===== config.mk =====
export PLATFORM = sky130hd
export DESIGN_NAME = if_fetch_flat
export DESIGN_NICKNAME = d
export VERILOG_FILES = /design/src/rtl/if_fetch_if.sv /design/src/rtl/if_fetch.sv /design/src/flat_wrapper.sv
export SDC_FILE = /design/constraint.sdc
export NUM_CORES = 1
export LEC_CHECK = 0
export BUFFER_PORTS_ARGS = -buffer_cell sky130_fd_sc_hd__clkbuf_2
export CAP_MARGIN = 20
export CORE_ASPECT_RATIO = 1.2
export CORE_MARGIN = 2
export CORE_UTILIZATION = 40
export CTS_BUF_LIST = sky130_fd_sc_hd__clkbuf_8 sky130_fd_sc_hd__clkbuf_16
export CTS_CLUSTER_DIAMETER = 150
export DETAILED_ROUTE_END_ITERATION = 10
export MAX_ROUTING_LAYER = met4
export SYNTH_ARGS = -nofsm -noshare
export SYNTH_HDL_FRONTEND = slang
export SYNTH_SLANG_ARGS = --single-unit

===== constraint.sdc =====
create_clock -name clk -period 5.6 [get_ports clk]
set_input_delay 0.84 -clock clk [delete_from_list [all_inputs] [get_ports clk]]
set_output_delay 0.84 -clock clk [all_outputs]
set_load 0.005 [all_outputs]

===== src/rtl/if_fetch_if.sv =====
// Fetch-stage bundle: instruction-memory request/response plus the decode-side IF/ID view.
// Counter outputs exist only when IF_FETCH_PERF_CNT_EN is defined.
interface if_fetch_if;
    logic        if_fetch_stall_i;
    logic        if_fetch_jumpbranch_en_i;
    logic [63:0] if_fetch_jumpbranch_addr_i;
    logic        if_fetch_req_o;
    logic [63:0] if_fetch_addr_o;
    logic        if_fetch_ack_i;
    logic [31:0] if_fetch_rdata_i;
    logic        if_fetch_inst_valid_o;
    logic [31:0] if_fetch_inst_o;
    logic [63:0] if_fetch_inst_addr_o;
    logic [63:0] if_fetch_nxt_inst_addr_o;
`ifdef IF_FETCH_PERF_CNT_EN
    logic [63:0] if_fetch_inst_cnt_o;
    logic [63:0] if_fetch_stall_cnt_o;
`endif

    // master: the fetch unit; slave: memory plus decode around it
    modport master (
        input  if_fetch_stall_i, if_fetch_jumpbranch_en_i, if_fetch_jumpbranch_addr_i,
               if_fetch_ack_i, if_fetch_rdata_i,
        output if_fetch_req_o, if_fetch_addr_o, if_fetch_inst_valid_o, if_fetch_inst_o,
               if_fetch_inst_addr_o, if_fetch_nxt_inst_addr_o
`ifdef IF_FETCH_PERF_CNT_EN
        , output if_fetch_inst_cnt_o, if_fetch_stall_cnt_o
`endif
    );

    modport slave (
        output if_fetch_stall_i, if_fetch_jumpbranch_en_i, if_fetch_jumpbranch_addr_i,
               if_fetch_ack_i, if_fetch_rdata_i,
        input  if_fetch_req_o, if_fetch_addr_o, if_fetch_inst_valid_o, if_fetch_inst_o,
               if_fetch_inst_addr_o, if_fetch_nxt_inst_addr_o
`ifdef IF_FETCH_PERF_CNT_EN
        , input if_fetch_inst_cnt_o, if_fetch_stall_cnt_o
`endif
    );
endinterface


===== src/rtl/if_fetch.sv =====
// Instruction fetch stage: one outstanding request, one-entry stall buffer, IF/ID register.
// Optional performance counters are enabled by defining IF_FETCH_PERF_CNT_EN.
//
// state | meaning
// IDLE  | first cycle after reset, no request outstanding
// REQ   | request driven at pc until ack
// HOLD  | response parked in buffer while decode stalls
// DROP  | redirected with a request in flight; swallow its ack
module if_fetch #(
    parameter logic [63:0] RESET_PC = 64'h0000_0000_8000_0000
) (
    input  logic          clk,
    input  logic          rst,
    if_fetch_if.master    bus
);
    typedef enum logic [1:0] {IDLE, REQ, HOLD, DROP} state_t;

    state_t      state;
    logic [63:0] pc;
    logic        req_q;
    logic        valid_q;
    logic [31:0] inst_q;
    logic [63:0] inst_addr_q;
    logic [63:0] nxt_addr_q;
    logic [31:0] buf_inst;
    logic [63:0] buf_addr;

    logic        stall;
    logic        jb_en;
    logic        ack;
    logic        redirect;
    logic [63:0] fetch_addr;
    logic        take_resp;
    logic        take_buf;
    logic        load_en;
    logic [31:0] load_inst;
    logic [63:0] load_addr;

    assign stall      = bus.if_fetch_stall_i;
    assign jb_en      = bus.if_fetch_jumpbranch_en_i;
    assign ack        = bus.if_fetch_ack_i;
    assign redirect   = jb_en & ~stall;
    assign fetch_addr = {pc[63:2], 2'b00};

    // IF/ID is written only when decode can accept and no redirect is pending
    assign take_resp  = (state == REQ)  & ack & ~stall & ~jb_en;
    assign take_buf   = (state == HOLD) & ~stall & ~jb_en;
    assign load_en    = take_resp | take_buf;
    assign load_inst  = take_buf ? buf_inst : bus.if_fetch_rdata_i;
    assign load_addr  = take_buf ? buf_addr : fetch_addr;

    always_ff @(posedge clk or negedge rst) begin
        if (!rst) begin
            state       <= IDLE;
            pc          <= RESET_PC;
            req_q       <= 1'b0;
            valid_q     <= 1'b0;
            inst_q      <= 32'h0000_0013;
            inst_addr_q <= 64'h0;
            nxt_addr_q  <= 64'h0;
            buf_inst    <= 32'h0;
            buf_addr    <= 64'h0;
        end else begin
            // Unstalled decode consumes IF/ID every cycle; this also flushes on redirect
            if (load_en) begin
                valid_q     <= 1'b1;
                inst_q      <= load_inst;
                inst_addr_q <= load_addr;
                nxt_addr_q  <= load_addr + 64'd4;
            end else if (!stall) begin
                valid_q <= 1'b0;
            end

            case (state)
                IDLE: begin
                    state <= REQ;
                    req_q <= 1'b1;
                    if (redirect) pc <= bus.if_fetch_jumpbranch_addr_i;
                end
                REQ: begin
                    if (redirect) begin
                        pc <= bus.if_fetch_jumpbranch_addr_i;
                        if (!ack) begin
                            state <= DROP;
                            req_q <= 1'b0;
                        end
                    end else if (ack) begin
                        pc <= pc + 64'd4;
                        if (stall) begin
                            buf_inst <= bus.if_fetch_rdata_i;
                            buf_addr <= fetch_addr;
                            state    <= HOLD;
                            req_q    <= 1'b0;
                        end
                    end
                end
                HOLD: begin
                    if (redirect) pc <= bus.if_fetch_jumpbranch_addr_i;
                    if (redirect || !stall) begin
                        state <= REQ;
                        req_q <= 1'b1;
                    end
                end
                DROP: begin
                    if (redirect) pc <= bus.if_fetch_jumpbranch_addr_i;
                    // The stale ack closes the old transaction even if a new redirect lands with it
                    if (ack) begin
                        state <= REQ;
                        req_q <= 1'b1;
                    end
                end
                default: begin
                    state <= IDLE;
                    req_q <= 1'b0;
                end
            endcase
        end
    end

    assign bus.if_fetch_req_o           = req_q;
    assign bus.if_fetch_addr_o          = fetch_addr;
    assign bus.if_fetch_inst_valid_o    = valid_q;
    assign bus.if_fetch_inst_o          = inst_q;
    assign bus.if_fetch_inst_addr_o     = inst_addr_q;
    assign bus.if_fetch_nxt_inst_addr_o = nxt_addr_q;

`ifdef IF_FETCH_PERF_CNT_EN
    logic [63:0] inst_cnt;
    logic [63:0] stall_cnt;

    always_ff @(posedge clk or negedge rst) begin
        if (!rst) begin
            inst_cnt  <= 64'h0;
            stall_cnt <= 64'h0;
        end else begin
            if (load_en) inst_cnt  <= inst_cnt + 64'd1;
            if (stall)   stall_cnt <= stall_cnt + 64'd1;
        end
    end

    assign bus.if_fetch_inst_cnt_o  = inst_cnt;
    assign bus.if_fetch_stall_cnt_o = stall_cnt;
`endif
endmodule


===== src/flat_wrapper.sv =====
// flat-port wrapper written by rule: the top's interface ports become plain ports
module if_fetch_flat 
#(
    parameter logic [63:0] RESET_PC = 64'h0000_0000_8000_0000
)
  (clk, rst, bus_if_fetch_stall_i, bus_if_fetch_jumpbranch_en_i, bus_if_fetch_jumpbranch_addr_i, bus_if_fetch_ack_i, bus_if_fetch_rdata_i, bus_if_fetch_req_o, bus_if_fetch_addr_o, bus_if_fetch_inst_valid_o, bus_if_fetch_inst_o, bus_if_fetch_inst_addr_o, bus_if_fetch_nxt_inst_addr_o);
  if_fetch_if bus_i ();
  input  logic clk;
  input  logic rst;
  input wire logic [$bits(bus_i.if_fetch_stall_i)-1:0] bus_if_fetch_stall_i;
  input wire logic [$bits(bus_i.if_fetch_jumpbranch_en_i)-1:0] bus_if_fetch_jumpbranch_en_i;
  input wire logic [$bits(bus_i.if_fetch_jumpbranch_addr_i)-1:0] bus_if_fetch_jumpbranch_addr_i;
  input wire logic [$bits(bus_i.if_fetch_ack_i)-1:0] bus_if_fetch_ack_i;
  input wire logic [$bits(bus_i.if_fetch_rdata_i)-1:0] bus_if_fetch_rdata_i;
  output wire logic [$bits(bus_i.if_fetch_req_o)-1:0] bus_if_fetch_req_o;
  output wire logic [$bits(bus_i.if_fetch_addr_o)-1:0] bus_if_fetch_addr_o;
  output wire logic [$bits(bus_i.if_fetch_inst_valid_o)-1:0] bus_if_fetch_inst_valid_o;
  output wire logic [$bits(bus_i.if_fetch_inst_o)-1:0] bus_if_fetch_inst_o;
  output wire logic [$bits(bus_i.if_fetch_inst_addr_o)-1:0] bus_if_fetch_inst_addr_o;
  output wire logic [$bits(bus_i.if_fetch_nxt_inst_addr_o)-1:0] bus_if_fetch_nxt_inst_addr_o;
  assign bus_i.if_fetch_stall_i = bus_if_fetch_stall_i;
  assign bus_i.if_fetch_jumpbranch_en_i = bus_if_fetch_jumpbranch_en_i;
  assign bus_i.if_fetch_jumpbranch_addr_i = bus_if_fetch_jumpbranch_addr_i;
  assign bus_i.if_fetch_ack_i = bus_if_fetch_ack_i;
  assign bus_i.if_fetch_rdata_i = bus_if_fetch_rdata_i;
  assign bus_if_fetch_req_o = bus_i.if_fetch_req_o;
  assign bus_if_fetch_addr_o = bus_i.if_fetch_addr_o;
  assign bus_if_fetch_inst_valid_o = bus_i.if_fetch_inst_valid_o;
  assign bus_if_fetch_inst_o = bus_i.if_fetch_inst_o;
  assign bus_if_fetch_inst_addr_o = bus_i.if_fetch_inst_addr_o;
  assign bus_if_fetch_nxt_inst_addr_o = bus_i.if_fetch_nxt_inst_addr_o;
  if_fetch #(.RESET_PC(RESET_PC)) u_core (.clk(clk), .rst(rst), .bus(bus_i));
endmodule

==> results.sh <==
export IMPL_status="finished clean"
export IMPL_rsz0062_at_grt="false"
export IMPL_floorplan_initialDensity_pct=40.5
export IMPL_drive_above_1_share_pct=25.0
export IMPL_drt_iter0_drc=1024
export IMPL_path_delay_family="simple AND/OR/NAND/NOR gates"
export IMPL_synthCells=1798
export IMPL_ir_worst_vdd_uv=328
export IMPL_end_kind="flop"
export IMPL_insertion_delay_ns=0.54
export IMPL_drt_first_pass_iters=6
export IMPL_p_leak_nw=8.53
export IMPL_yosysSeqAreaShare_pct=48.1
export IMPL_path_class="in -> reg"
export IMPL_finalPower_mw=9.56
export IMPL_post_cts_buffers=0
export IMPL_syn_area_sq_mm=0.0164
export IMPL_finalHoldViolCount=0
export IMPL_io_pins=327
export IMPL_ys_seq_elements=316
export IMPL_port_buffers=318
export IMPL_gp_congestion=0.971
export IMPL_dieArea_sq_mm=0.0428
export IMPL_worst_slew_pin_slew_ns=1.06
export IMPL_clock_path_buffers=3
export IMPL_ctsRootBufferMaster="clkbuf_16"
export IMPL_grt_pass1_wl_um=89800
export IMPL_synth_warnings=0
export IMPL_rows=81
export IMPL_synthFlopType="dfrtp_1"
export IMPL_slew_headroom_pct=28.5
export IMPL_holdCritPathClass="in -> async"
export IMPL_finalSetupViolCount=0
export IMPL_synth_avg_cell_area_sq_um=9.15
export IMPL_grt_overflow_total=0
export IMPL_final_max_slew_viol_count=0
export IMPL_cp_arrival_ns=4.58
export IMPL_finalWirelength_um=59200
export IMPL_path_buf_inv=1
export IMPL_numCtsBuffers=37
export IMPL_layout_commonest_cell="clkbuf_2"
export IMPL_cp_max_fo=43
export IMPL_area_growth_pct=19.4
export IMPL_worstReg2RegStart="u_core.state[0]"
export IMPL_timing_rr_end="u_core.bus.if_fetch_nxt_inst_addr_o[58]"
export IMPL_synth_edf_count=0
export IMPL_h_tree_depth=2
export IMPL_tns_ns=0
export IMPL_antenna_found_initial=2
export IMPL_first_global_vias=14700
export IMPL_startpoint_type="input port"
export IMPL_slowest_stage="or4b_4"
export IMPL_core_sq_mm=0.0406
export IMPL_hpwl_um=42800
export IMPL_final_cell_mix="clkbuf_2, dfrtp_1, nand2_1, nor2_1, o21ai_0"
export IMPL_cts_resized=0
export IMPL_grt_start_max_net_pins=148
export IMPL_fillers=3955
export IMPL_maxCapViolations=0
export IMPL_viasPerCell=5.72
export IMPL_worstPathRequired_ns=6.03
export IMPL_die_y_um=226
export IMPL_clk_pin_slew_ns=0.06
export IMPL_power_density_mw_per_mm2=487
export IMPL_critical_path_max_stage_delay_ns=0.60
export IMPL_synthArstFlopShare_pct=100
export IMPL_r2r_setup_slack_ns=1.46
export IMPL_rr_worst_depth=7
export IMPL_route_detailed_drc=0
export IMPL_cts_sinks=316
export IMPL_cts_tree="built"
export IMPL_cts_hold_buf=0
export IMPL_die_w_um=189
export IMPL_yosysUniqueCellTypes=71
export IMPL_routedWlPerCell_um=22.7
export IMPL_vias=14900
export IMPL_fin_crit_sh_pct=74.2
export IMPL_fmax_mhz=241
export IMPL_fin_skew_ns=0.0116
export IMPL_path_cells="clkbuf_2 > or4b_4 > nand2_1 > nand2_1 > ha_1 > nand3_1 > or4_4 > a22oi_1 > nand3_1 > o31a_1 > o31ai_1"
export IMPL_antenna_left=0
export IMPL_track_usage_pct=28.4
export IMPL_fin_nets=2140
export IMPL_period_needed_ns=4.16
[through the flow]
stage               hold WS, ns  worst slack, ns  utilization (%)  cells  area [sq um]
floorplan                 0.470            0.879                -   1803         16500
finish                    0.344             1.44             48.3   2606         19600
global placement          0.460             1.07             45.3   2537         18400
global route              0.457             1.26             48.3   2606         19600
detailed placement        0.467            0.992             45.3   2537         18400
CTS                       0.420             1.55             48.3   2604         19600
[flip-flops by register name, summed over array words and instances, names as in the netlist]
signal                               count
u_core.bus.if_fetch_inst_addr_o         62
u_core.bus.if_fetch_inst_valid_o         1
u_core.state                             2
u_core.pc                               62
u_core.buf_addr                         62
u_core.buf_inst                         32
u_core.bus.if_fetch_inst_o              32
u_core.bus.if_fetch_nxt_inst_addr_o     62
u_core.bus.if_fetch_req_o                1
[cells by family after synthesis]
kind of cell / share of synthesized area, %
AND/OR/NAND/NOR: 21.2
other: 0.0228
XOR/XNOR: 3.62
flip-flops: 48.1
adder cells (fa/ha/maj): 0.152
buffers and inverters: 3.84
multiplexers: 9.34
AO/OA/AOI/OAI: 13.7
[power by group]
group	total, mW	switching [mW]	internal [mW]
registers	4.31	1.08	3.23
logic	2.80	1.50	1.30
clock network	2.45	1.00	1.45
total	9.56	3.58	5.98
[area by class of cell]
cell class	instances	area [sq um]	area share (%)
Antenna cell	2	5.00	0.0255
Clock buffer	46	1070	5.46
Clock inverter	21	158	0.803
Inverter	10	37.5	0.191
Multi-Input combinational cell	1332	7970	40.6
Sequential cell	316	7910	40.3
Tap cell	539	674	3.43
Timing Repair Buffer	340	1800	9.19
[per-layer routing]
metal,up-vias,track usage (%),wire [um]
met4,0,13.7,3020
met5,-,-,0
met3,142,5.56,3750
li1,6907,-,-
met2,569,47.3,29200
met1,7295,33.0,23300
[synth_stat cells, drive strengths merged, types with 15 or more instances]
library cell / count / share of area, %
dfrtp: 312 / 47
nand2: 307 / 7.0
o21ai: 149 / 4.5
nor2: 140 / 3.2
clkbuf: 110 / 2.5
mux2: 92 / 6.3
nand3: 87 / 2.6
a21oi: 61 / 1.9
a31oi: 54 / 2.1
mux2i: 50 / 3.0
nand4: 50 / 1.9
xnor2: 38 / 2.0
buf: 35 / 1.1
nor3: 30 / 0.91
xor2: 30 / 1.6
nor4: 25 / 1.0
and3: 20 / 0.76
or3: 16 / 0.61
o22ai: 15 / 0.57
[worst max-delay path by stage]
stage | from | endpoint | cells past startpoint | slack (ns)
CTS | bus_if_fetch_stall_i | u_core.bus.if_fetch_nxt_inst_addr_o[58] | 11 | 1.55
detailed placement | bus_if_fetch_stall_i | u_core.bus.if_fetch_nxt_inst_addr_o[58] | 11 | 0.99
finish | bus_if_fetch_stall_i | u_core.bus.if_fetch_nxt_inst_addr_o[58] | 11 | 1.44
global placement | bus_if_fetch_stall_i | u_core.bus.if_fetch_nxt_inst_addr_o[58] | 11 | 1.07
global route | bus_if_fetch_stall_i | u_core.bus.if_fetch_nxt_inst_addr_o[58] | 11 | 1.26
floorplan | bus_if_fetch_jumpbranch_en_i | u_core.bus.if_fetch_nxt_inst_addr_o[48] | 15 | 0.88
No activity file was read; power rests on OpenSTA's default activity.
